<file path="src/rtl/cacheline_burst_adaptor_pkg.sv">
// Shared cache constants and the line/burst adaptor state encoding.
package cacheline_burst_adaptor_pkg;

   localparam int LINE_W      = 256;
   localparam int BURST_W     = 64;
   localparam int BEATS       = 4;
   localparam int OFFSET_BITS = 5;
   localparam int ADDR_W      = 32;

   typedef enum logic [1:0] {
      IDLE = 2'd0,
      RD   = 2'd1,
      WR   = 2'd2,
      DONE = 2'd3
   } state_e;

endpackage

</file>
<file path="src/rtl/cacheline_burst_adaptor_if.sv">
// Cache-side request/line signals and memory-side burst signals of the adaptor.
// Handshake: the cache holds read_i/write_i until a one-cycle resp_o; the
// adaptor holds read_o/write_o for a whole burst and advances one beat on every
// cycle in which the memory raises resp_i (beat accepted on write, beat valid on read).
interface cacheline_burst_adaptor_if #(
   parameter int BURST_W = 64
);
   import cacheline_burst_adaptor_pkg::*;

   // cache side
   logic [LINE_W-1:0]  line_i;
   logic [LINE_W-1:0]  line_o;
   logic [ADDR_W-1:0]  address_i;
   logic               read_i;
   logic               write_i;
   logic               resp_o;
   // memory side
   logic [BURST_W-1:0] burst_i;
   logic [BURST_W-1:0] burst_o;
   logic [ADDR_W-1:0]  address_o;
   logic               read_o;
   logic               write_o;
   logic               resp_i;

   // the adaptor itself
   modport slave (
      input  line_i, address_i, read_i, write_i, burst_i, resp_i,
      output line_o, resp_o, burst_o, address_o, read_o, write_o
   );

   // the environment (cache + memory) around the adaptor
   modport master (
      output line_i, address_i, read_i, write_i, burst_i, resp_i,
      input  line_o, resp_o, burst_o, address_o, read_o, write_o
   );

endinterface

</file>
<file path="src/rtl/cacheline_burst_adaptor.sv">
// Turns a 256-bit cache line request into a 4-beat memory burst and back.
module cacheline_burst_adaptor #(
   parameter int BURST_W = 64,
   parameter int BEATS   = 4
) (
   input  logic                                  clk,
   input  logic                                  rst,
   cacheline_burst_adaptor_if.slave              bus,
   output cacheline_burst_adaptor_pkg::state_e   state_dbg
);
   import cacheline_burst_adaptor_pkg::*;

   localparam int                CNT_W    = $clog2(BEATS);
   localparam logic [CNT_W-1:0]  LAST_BEAT = CNT_W'(BEATS - 1);

   state_e                       state_q;
   state_e                       state_d;
   logic [CNT_W-1:0]             cnt_q;
   logic [ADDR_W-1:OFFSET_BITS]  addr_q;
   logic [LINE_W-1:0]            wline_q;
   logic [LINE_W-1:0]            rline_q;
   logic                         in_burst;
   logic                         beat;

   assign in_burst = (state_q == RD) || (state_q == WR);
   assign beat     = in_burst && bus.resp_i;

   // Next-state logic; a pending write wins over a pending read.
   always_comb begin
      state_d = state_q;
      case (state_q)
         IDLE: begin
            if (bus.write_i)     state_d = WR;
            else if (bus.read_i) state_d = RD;
         end
         RD, WR: begin
            if (bus.resp_i && (cnt_q == LAST_BEAT)) state_d = DONE;
         end
         DONE:    state_d = IDLE;
         default: state_d = IDLE;
      endcase
   end

   // State, request capture, beat counting and read-line assembly.
   always_ff @(posedge clk) begin
      if (rst) begin
         state_q <= IDLE;
         cnt_q   <= '0;
         addr_q  <= '0;
         wline_q <= '0;
         rline_q <= '0;
      end else begin
         state_q <= state_d;
         if (state_q == IDLE && (bus.write_i || bus.read_i)) begin
            addr_q <= bus.address_i[ADDR_W-1:OFFSET_BITS];
            cnt_q  <= '0;
            if (bus.write_i) wline_q <= bus.line_i;
         end
         if (beat) cnt_q <= cnt_q + 1'b1;
         if (state_q == RD && bus.resp_i)
            rline_q[cnt_q*BURST_W +: BURST_W] <= bus.burst_i;
      end
   end

   assign bus.read_o    = (state_q == RD);
   assign bus.write_o   = (state_q == WR);
   assign bus.resp_o    = (state_q == DONE);
   assign bus.address_o = {addr_q, {OFFSET_BITS{1'b0}}};
   assign bus.burst_o   = wline_q[cnt_q*BURST_W +: BURST_W];
   assign bus.line_o    = rline_q;
   assign state_dbg     = state_q;

endmodule
</file>
<file path="src/flat_wrapper.sv">
// flat-port wrapper written by rule: the top's interface ports become plain ports
module cacheline_burst_adaptor_flat import cacheline_burst_adaptor_pkg::*;
#(
   parameter int BURST_W = 64,
   parameter int BEATS   = 4
)
  (clk, rst, state_dbg, bus_line_i, bus_address_i, bus_read_i, bus_write_i, bus_burst_i, bus_resp_i, bus_line_o, bus_resp_o, bus_burst_o, bus_address_o, bus_read_o, bus_write_o);
  cacheline_burst_adaptor_if #(.BURST_W(BURST_W)) bus_i ();
  input  logic clk;
  input  logic rst;
  output cacheline_burst_adaptor_pkg::state_e state_dbg;
  input wire logic [$bits(bus_i.line_i)-1:0] bus_line_i;
  input wire logic [$bits(bus_i.address_i)-1:0] bus_address_i;
  input wire logic [$bits(bus_i.read_i)-1:0] bus_read_i;
  input wire logic [$bits(bus_i.write_i)-1:0] bus_write_i;
  input wire logic [$bits(bus_i.burst_i)-1:0] bus_burst_i;
  input wire logic [$bits(bus_i.resp_i)-1:0] bus_resp_i;
  output wire logic [$bits(bus_i.line_o)-1:0] bus_line_o;
  output wire logic [$bits(bus_i.resp_o)-1:0] bus_resp_o;
  output wire logic [$bits(bus_i.burst_o)-1:0] bus_burst_o;
  output wire logic [$bits(bus_i.address_o)-1:0] bus_address_o;
  output wire logic [$bits(bus_i.read_o)-1:0] bus_read_o;
  output wire logic [$bits(bus_i.write_o)-1:0] bus_write_o;
  assign bus_i.line_i = bus_line_i;
  assign bus_i.address_i = bus_address_i;
  assign bus_i.read_i = bus_read_i;
  assign bus_i.write_i = bus_write_i;
  assign bus_i.burst_i = bus_burst_i;
  assign bus_i.resp_i = bus_resp_i;
  assign bus_line_o = bus_i.line_o;
  assign bus_resp_o = bus_i.resp_o;
  assign bus_burst_o = bus_i.burst_o;
  assign bus_address_o = bus_i.address_o;
  assign bus_read_o = bus_i.read_o;
  assign bus_write_o = bus_i.write_o;
  cacheline_burst_adaptor #(.BURST_W(BURST_W), .BEATS(BEATS)) u_core (.clk(clk), .rst(rst), .bus(bus_i), .state_dbg(state_dbg));
endmodule
</file>
<file path="config.mk">
export PLATFORM = sky130hd
export DESIGN_NAME = cacheline_burst_adaptor_flat
export DESIGN_NICKNAME = d
export VERILOG_FILES = /design/src/rtl/cacheline_burst_adaptor_pkg.sv /design/src/rtl/cacheline_burst_adaptor_if.sv /design/src/rtl/cacheline_burst_adaptor.sv /design/src/flat_wrapper.sv
export SDC_FILE = /design/constraint.sdc
export NUM_CORES = 1
export LEC_CHECK = 0
export CAP_MARGIN = 20
export CORE_AREA = 2 2 276 278
export CTS_CLUSTER_DIAMETER = 60
export CTS_CLUSTER_SIZE = 28
export DETAILED_ROUTE_END_ITERATION = 10
export DIE_AREA = 0 0 278 280
export GPL_TIMING_DRIVEN = 0
export SETUP_SLACK_MARGIN = 0.3
export SLEW_MARGIN = 10
export SYNTH_ARGS = -nofsm -noshare
export SYNTH_HDL_FRONTEND = slang
export SYNTH_SLANG_ARGS = --single-unit
export TNS_END_PERCENT = 50
</file>
<file path="constraint.sdc">
create_clock -name clk -period 4.6 [get_ports clk]
set_input_delay 0.46 -clock clk [delete_from_list [all_inputs] [get_ports clk]]
set_output_delay 0.46 -clock clk [all_outputs]
set_load 0.02 [all_outputs]
</file>
==> results of run 1 <==
[cell usage after synthesis, types with 2 or more instances]
cell,instances,area [um2]
ha_1,9,113
a31oi_1,2,12.5
buf_4,5,37.5
inv_1,5,18.8
nor3_4,2,32.5
nor2_2,2,12.5
a22o_1,128,1120
mux4_2,64,1440
nand3_1,71,355
clkbuf_1,141,529
buf_1,13,48.8
a21oi_1,352,1760
buf_2,24,120
nand2_1,632,2370
a32o_1,64,641
buf_6,4,45.0
dfxtp_1,543,10900
[timing repair]
item / in CTS / in global routing
hold buffers: 0 / 0
gates cloned: 0 / 0
gates resized for setup: 1 / 5
setup endpoints to repair: 81 / 1
[power breakdown]
group | internal, mW | switching, mW | total [mW] | leakage, nW
combinational | 1.43 | 2.22 | 3.65 | 5.25
clock | 1.99 | 2.01 | 4.00 | 0.723
sequential | 5.17 | 0.251 | 5.42 | 4.42
total | 8.58 | 4.49 | 13.1 | 10.4
[registers in the layout, summed over array words and instances (netlist names)]
| register | cells |
|---|---|
| u_core.state_dbg | 2 |
| u_core.wline_q | 256 |
| u_core.bus.line_o | 256 |
| u_core.addr_q | 27 |
| u_core.cnt_q | 2 |
[how the worst max path moves through the flow]
stage | start | end | slack (ns) | depth (start not counted)
after floorplan | u_core.cnt_q[1] | u_core.bus.line_o[101] | 1.99 | 9
after global placement | u_core.cnt_q[1] | u_core.bus.line_o[117] | -0.45 | 7
after detailed placement | u_core.cnt_q[1] | u_core.bus.line_o[140] | 0.10 | 9
after CTS | u_core.cnt_q[1] | u_core.bus.line_o[133] | 0.49 | 9
after global routing | u_core.cnt_q[0] | u_core.bus.line_o[137] | 0.37 | 10
final | u_core.cnt_q[0] | u_core.bus.line_o[133] | 0.64 | 10
[worst max-delay path, cell delays in order, from the launching register on]
cell,delay (ns)
dfxtp_1,0.35
buf_2,0.23
buf_2,0.36
buf_2,0.49
inv_1,0.19
ha_1,0.44
nor4b_1,0.22
dlygate4sd1_1,0.80
clkbuf_1,0.50
nand3_1,0.14
a21oi_1,0.16
[layer usage]
layer / track usage / up-vias / part of all wire
met5: 0 / - / 0.0012
met4: 0.0730 / 16 / 0.036
met3: 0.0559 / 154 / 0.076
met2: 0.372 / 695 / 0.49
met1: 0.243 / 8874 / 0.40
li1: - / 8754 / -
[per-stage QoR]
step | setup TNS, ns | worst slack (ns) | hold WS, ns | std cells
floorplan | 0 | 1.99 | 0.433 | 2082
global placement | -9.51 | -0.445 | 0.438 | 3762
detailed placement | 0 | 0.102 | 0.442 | 3765
CTS | 0 | 0.489 | 0.372 | 3841
global route | 0 | 0.365 | 0.394 | 3844
finish | 0 | 0.636 | 0.407 | 3846
[final cells by class]
type | instances | area (um2)
Multi-Input combinational cell | 1346 | 8020
Fill cell | 7583 | 45700
Clock buffer | 49 | 1130
Clock inverter | 27 | 363
Tap cell | 978 | 1220
Buffer | 187 | 788
Sequential cell | 543 | 10900
Antenna cell | 4 | 10.0
Inverter | 6 | 22.5
Timing Repair Buffer | 706 | 7080
[cells by family after synthesis]
group                      Yosys count  synth area share
adders and majority gates            9           0.00573
DFF                                543             0.553
other                                1          0.000191
and+or+nand+nor                    717             0.145
AOI/OAI and AO/OA                  551             0.182
buffers and inverters              193            0.0409
muxes                               64            0.0733
==> flow_metrics.tcl, run 1 <==
set metrics [dict create \
    cp_max_fo 10 \
    mostFrequentLayoutCells "clkdlybuf4s50_1 (702), nand2_1 (632), dfxtp_1 (543)" \
    hold_depth 3 \
    dieArea_mm2 0.0778 \
    grt_pass1_vias 18300 \
    ios 714 \
    endpoint_kind "flop" \
    netlist_area_mm2 0.0197 \
    viasPerCell 4.81 \
    worstPathRequired_ns 5.11 \
    synthArstFlopShare 0 \
    maxCapViolations 0 \
    syn_inst 2078 \
    r2r-start "u_core.cnt_q[0]" \
    start_kind "flop" \
    fin_util 0.392 \
    drcViolationCount 0 \
    hold_violations 0 \
    routed_wl_um 85100 \
    area_growth_pct 50.1 \
    status "completed" \
    pwr_density_cell_mw_per_mm2 443 \
    antenna_found_initial 16 \
    cts_root_buf "clkbuf_16" \
    finClkSkew_ns 0.0253 \
    crit_arrival_ns 4.48 \
    clkTransAtPathRegs_ns 0.08 \
    vdd_ir_drop_max_mv 0.268 \
    path_class "flop to flop" \
    clock_path_buffers 3 \
    reg2reg_depth 10 \
    worstMarginPinSlew_ns 1.02 \
    antenna_left 0 \
    postCtsSetupBuffers 0 \
    finalNetCount 3198 \
    first_iter_violations 992 \
    drv_slew 0 \
    r2r_slack_ns 0.64 \
    layout_commonest_cell "clkdlybuf4s50_1" \
    fp.dieH_um 280 \
    wl_per_cell_um 22.1 \
    synth.distinct_cells 34 \
    ys_warn_count 0 \
    io_buffers 702 \
    start_util 0.261 \
    place_congestion 0.907 \
    p_leak_nw 10.4 \
    hold_end "u_core.wline_q[235]" \
    grt_max_degree 26 \
    hold_path.startpoint "bus_line_i[235]" \
    die_x_um 278 \
    tritoncts "done" \
    h-tree-depth 2 \
    clkSinkCount 543 \
    synth_edf_count 0 \
    setup_viol 0 \
    grt_pass1_wl_um 122000 \
    ys_seq_area_frac 0.553 \
    reg2reg_to "u_core.bus.line_o[133]" \
    max_slew_margin 0.322 \
    rsz0062_at_grt "false" \
    fin_area_mm2 0.0295 \
    numCtsBuffers 42 \
    gr-usage-all-layers 0.210 \
    fp.coreArea_mm2 0.0752 \
    post-route-period-util 0.862 \
    ys_seq_elements 543 \
    synth_top_flop_cell "dfxtp_1" \
    insertion_delay_ns 0.60 \
    synth.avg_cell_area_um2 9.46 \
    rows 101 \
    clock.fmax_mhz 252 \
    grt_overflow 0 \
    place_area_mm2 0.0280 \
    vias 18500 \
    post_route_cells_drive_above_1_share 0.0649 \
    drtPass1Iterations 5 \
    total_power_mw 13.1 \
    hold_class "input port to flop" \
    hpwl_um 66500 \
    min_period_ns 3.96 \
]
No activity file was read; power rests on OpenSTA's default activity.
==> run 2, diff against run 1 <==
CTS_CLUSTER_SIZE = not set   (was 28)
DONT_BUFFER_PORTS = 1   (was not set)
==> run 2 against run 1 <==
Net effect:
- sequential power rose by 4%
- cell count fell by 8.5%
- non-clock buffer count fell by 362
- sequential share of layout area rose by 4.5 points
- highest routed layer unchanged
==> flow_metrics.tcl, run 2 (synthesized netlist as in run 1, its figures left out) <==
set metrics [dict create \
    crit_buf_inv 5 \
    routed_wl_um 85500 \
    rsz0062_at_grt "false" \
    rows 101 \
    crit_slowest_cell "nor3_4" \
    clock.fmax_mhz 257 \
    max_slew_margin 0.273 \
    fp.coreArea_mm2 0.0752 \
    io_buffers 0 \
    crit_arrival_ns 4.42 \
    tritoncts "done" \
    maxCapViolations 0 \
    cp_max_fo 10 \
    hold_path.startpoint "bus_line_i[59]" \
    cts_root_buf "clkbuf_16" \
    ios 714 \
    numCtsBuffers 58 \
    grt_pass1_vias 18200 \
    gr-usage-all-layers 0.209 \
    fin_area_mm2 0.0263 \
    hold_class "input port to flop" \
    clkSinkCount 543 \
    crit_chain "buf_2 -> buf_2 -> buf_2 -> inv_1 -> ha_1 -> nand4b_1 -> nor3_4 -> buf_2 -> a22o_1" \
    vdd_ir_drop_max_mv 0.268 \
    drtPass1Iterations 5 \
    hpwl_um 63000 \
    pwr_density_cell_mw_per_mm2 510 \
    place_congestion 0.908 \
    layout_commonest_cell "nand2_1" \
    grt_overflow 0 \
    r2r-start "u_core.cnt_q[0]" \
    mostFrequentLayoutCells "nand2_1 (632), dfxtp_1 (543), a21oi_1 (352)" \
    worstMarginPinSlew_ns 1.09 \
    crit_path_start "u_core.cnt_q[0]" \
    antenna_left 0 \
    min_period_ns 3.89 \
    vias 18000 \
    grt_pass1_wl_um 122000 \
    start_kind "flop" \
    hold_ws_ns 0.0250 \
    drv_slew 0 \
    path_delay_family "buffers and inverters" \
    p_leak_nw 9.46 \
    crit_path_frequent_cell "buf_2" \
    fp.dieH_um 280 \
    drcViolationCount 0 \
    finClkSkew_ns 0.0276 \
    area_growth_pct 33.9 \
    setup_viol 0 \
    finalNetCount 2852 \
    grt_max_degree 15 \
    clkTransAtPathRegs_ns 0.07 \
    wl_per_cell_um 24.3 \
    dieArea_mm2 0.0778 \
    insertion_delay_ns 0.62 \
    endpoint_kind "flop" \
    viasPerCell 5.13 \
    die_x_um 278 \
    hold_violations 0 \
    post_route_cells_drive_above_1_share 0.0813 \
    place_area_mm2 0.0210 \
    cpPeakStageDelay_ns 0.74 \
    post-route-period-util 0.845 \
    h-tree-depth 2 \
    start_util 0.261 \
    antenna_found_initial 12 \
    clock_path_buffers 3 \
    path_class "flop to flop" \
    status "completed" \
    worstPathRequired_ns 5.14 \
    first_iter_violations 1196 \
]
-- run 2: final timing paths --
path / cells past startpoint / to / slack, ns
min: 2 / u_core.wline_q[59] / 0.03
min reg2reg: 2 / u_core.wline_q[209] / 0.45
max reg2reg: 9 / u_core.bus.line_o[195] / 0.71
max: 9 / u_core.bus.line_o[195] / 0.71
-- run 2: final cells by class --
class	count	area [um2]
multi-input combinational	1346	8020
timing repair buffer	344	3450
clock buffer	89	1720
clock inverter	19	205
buffer	187	785
antenna	7	17.5
inverter	6	22.5
sequential	543	10900
tap	978	1220
fill	7446	48900
-- run 2: metal layers --
| layer | vias up | GRT usage | routed length [um] |
|---|---|---|---|
| li1 | 8105 | - | - |
| met1 | 8691 | 0.232 | 32100 |
| met2 | 946 | 0.362 | 41400 |
| met3 | 284 | 0.0633 | 7400 |
| met4 | 10 | 0.104 | 4510 |
| met5 | - | 0 | 63 |
-- run 2: stage by stage --
stage               setup slack (ns)  TNS, ns  utilization  power, mW  std cells
finish                         0.714        0        0.350       13.4       3519
global route                   0.460        0        0.350       14.0       3516
CTS                            0.312        0        0.350       13.4       3512
detailed placement           -0.0939    -1.58        0.279       8.43       3065
global placement              -0.778   -37.51        0.278       8.39       3060
floorplan                       1.99        0            -       7.45       2082
-- run 2: power by group --
group          internal (mW)  total (mW)  switching (mW)
registers               5.18        5.62           0.438
clock network           2.75        4.74            2.00
logic                  0.987        3.05            2.06
total                   8.91        13.4            4.50
-- run 2: timing repair --
item | CTS | global route
endpoints found under the hold margin | 530 | 0
pin swaps | 0 | 0
endpoints found under the setup margin | 171 | 58
hold buffers | 339 | 0
buffers inserted | 0 | 0
resized for setup | 1 | 6
==> run 3, diff against run 2 <==
clock period = 4 ns   (was 4.6 ns; I/O delays follow)
==> run 3 against run 2 <==
Net effect:
- sequential share of layout area down 0.28 points
- sequential cell count unchanged
- fmax up 8.6%
- routed wire length about the same
- count of clock-buffer cells in the layout unchanged
- cell area up 0.68%
==> flow_metrics.tcl, run 3 (synthesized netlist as in run 1, its figures left out) <==
set metrics [dict create \
    endpoint_kind "flop" \
    mostFrequentLayoutCells "nand2_1 (632), dfxtp_1 (543), a21oi_1 (352)" \
    first_iter_violations 1182 \
    start_kind "flop" \
    drv_slew 0 \
    hold_ws_ns 0.0524 \
    max_slew_margin 0.300 \
    post_route_cells_drive_above_1_share 0.0840 \
    drtPass1Iterations 5 \
    min_period_ns 3.58 \
    nFillCells 7429 \
    routed_wl_um 85500 \
    antenna_found_initial 14 \
    pwr_density_cell_mw_per_mm2 582 \
    antenna_left 0 \
    grt_pass1_vias 18400 \
    fp.dieH_um 280 \
    hpwl_um 63000 \
    vias 18100 \
    dieArea_mm2 0.0778 \
    maxCapViolations 0 \
    fp.coreArea_mm2 0.0752 \
    status "completed" \
    h-tree-depth 2 \
    rows 101 \
    clkTransAtPathRegs_ns 0.06 \
    crit_arrival_ns 4.11 \
    die_x_um 278 \
    place_area_mm2 0.0210 \
    clock_path_buffers 3 \
    post-route-period-util 0.895 \
    reg2reg_depth 9 \
    p_leak_nw 9.55 \
    layout_commonest_cell "nand2_1" \
    vdd_ir_drop_max_mv 0.315 \
    total_power_mw 15.4 \
    cp_max_fo 10 \
    io_buffers 0 \
    grt_pass1_wl_um 123000 \
    path_class "flop to flop" \
    area_growth_pct 34.8 \
    rsz0062_at_grt "true" \
    worstPathRequired_ns 4.54 \
    cts_root_buf "clkbuf_16" \
    grt_max_degree 15 \
    wl_per_cell_um 24.2 \
    numCtsBuffers 58 \
    fin_area_mm2 0.0265 \
    start_util 0.261 \
    fin_cells 3534 \
    grt_overflow 0 \
    gr-usage-all-layers 0.209 \
    place_congestion 0.908 \
    worstMarginPinSlew_ns 1.05 \
    dp_cells 3065 \
    endpoint "u_core.bus.line_o[24]" \
    setup_ws_ns 0.421 \
    r2r-start "u_core.cnt_q[0]" \
    finalNetCount 2867 \
    reg2reg_to "u_core.bus.line_o[24]" \
    insertion_delay_ns 0.62 \
    ios 714 \
    clock.fmax_mhz 279 \
    preCtsSetupSlack_ns -0.694 \
    finClkSkew_ns 0.0296 \
    drcViolationCount 0 \
    clkSinkCount 543 \
    hold_class "input port to flop" \
    viasPerCell 5.13 \
    r2r_slack_ns 0.42 \
    setup_viol 0 \
    crit_path_start "u_core.cnt_q[0]" \
    tritoncts "done" \
    hold_violations 0 \
]
==> run 3: layout make-up <==
type                       instances  area (um2)  area share
sequential                       543       10900       0.410
multi-input combinational       1346        8030       0.303
inverter                           6        22.5    0.000850
tap                              978        1220      0.0462
timing repair buffer             359        3620       0.136
clock inverter                    19         205     0.00774
antenna                            7        17.5    0.000661
buffer                           187         791      0.0298
clock buffer                      89        1720      0.0649
==> run 3: power by group <==
part | switching (mW) | internal, mW | leakage (nW)
sequential | 0.506 | 5.96 | 4.42
combinational | 2.38 | 1.14 | 4.18
clock | 2.28 | 3.16 | 0.946
==> run 3: how the worst min path moves through the flow <==
stage               cells after the start                start  slack (ns)                endpoint
floorplan                               2  u_core.wline_q[128]        0.43     u_core.wline_q[128]
global placement                        2  u_core.wline_q[158]        0.44     u_core.wline_q[158]
detailed placement                      2  u_core.wline_q[157]        0.44     u_core.wline_q[157]
CTS                                     2       bus_burst_i[3]       0.008  u_core.bus.line_o[131]
global route                            2       bus_burst_i[3]        0.03  u_core.bus.line_o[131]
finish                                  2       bus_burst_i[3]        0.05  u_core.bus.line_o[131]
==> run 3: worst max-delay path, cell delays in order, from the launching register on <==
cell and delay [ns]:
dfxtp_1 0.35, buf_2 0.24, buf_2 0.39, buf_4 0.38, inv_1 0.16, ha_1 0.25
nand3_1 0.15, clkbuf_1 0.74, clkbuf_1 0.57, a32o_1 0.26
==> run 3: per-stage QoR <==
step,TNS [ns],utilization
global placement,-165.74,0.278
CTS,0,0.352
detailed placement,-96.45,0.279
finish,0,0.352
floorplan,0,-
global route,0,0.352
==> run 3: metal layers <==
metal | track usage | wire (um) | vias up
met5 | 0 | 60 | -
met4 | 0.101 | 4310 | 10
met3 | 0.0626 | 7110 | 254
met2 | 0.366 | 41800 | 939
met1 | 0.231 | 32300 | 8798
li1 | - | - | 8142
==> run 3: repair_timing <==
action | in CTS | in global routing
hold buffers | 349 | 0
pin swaps | 2 | 1
setup buffers | 2 | 3
hold endpoints to repair | 540 | 0
setup endpoints to repair | 258 | 96
gates resized for setup | 6 | 7
cloned | 0 | 0
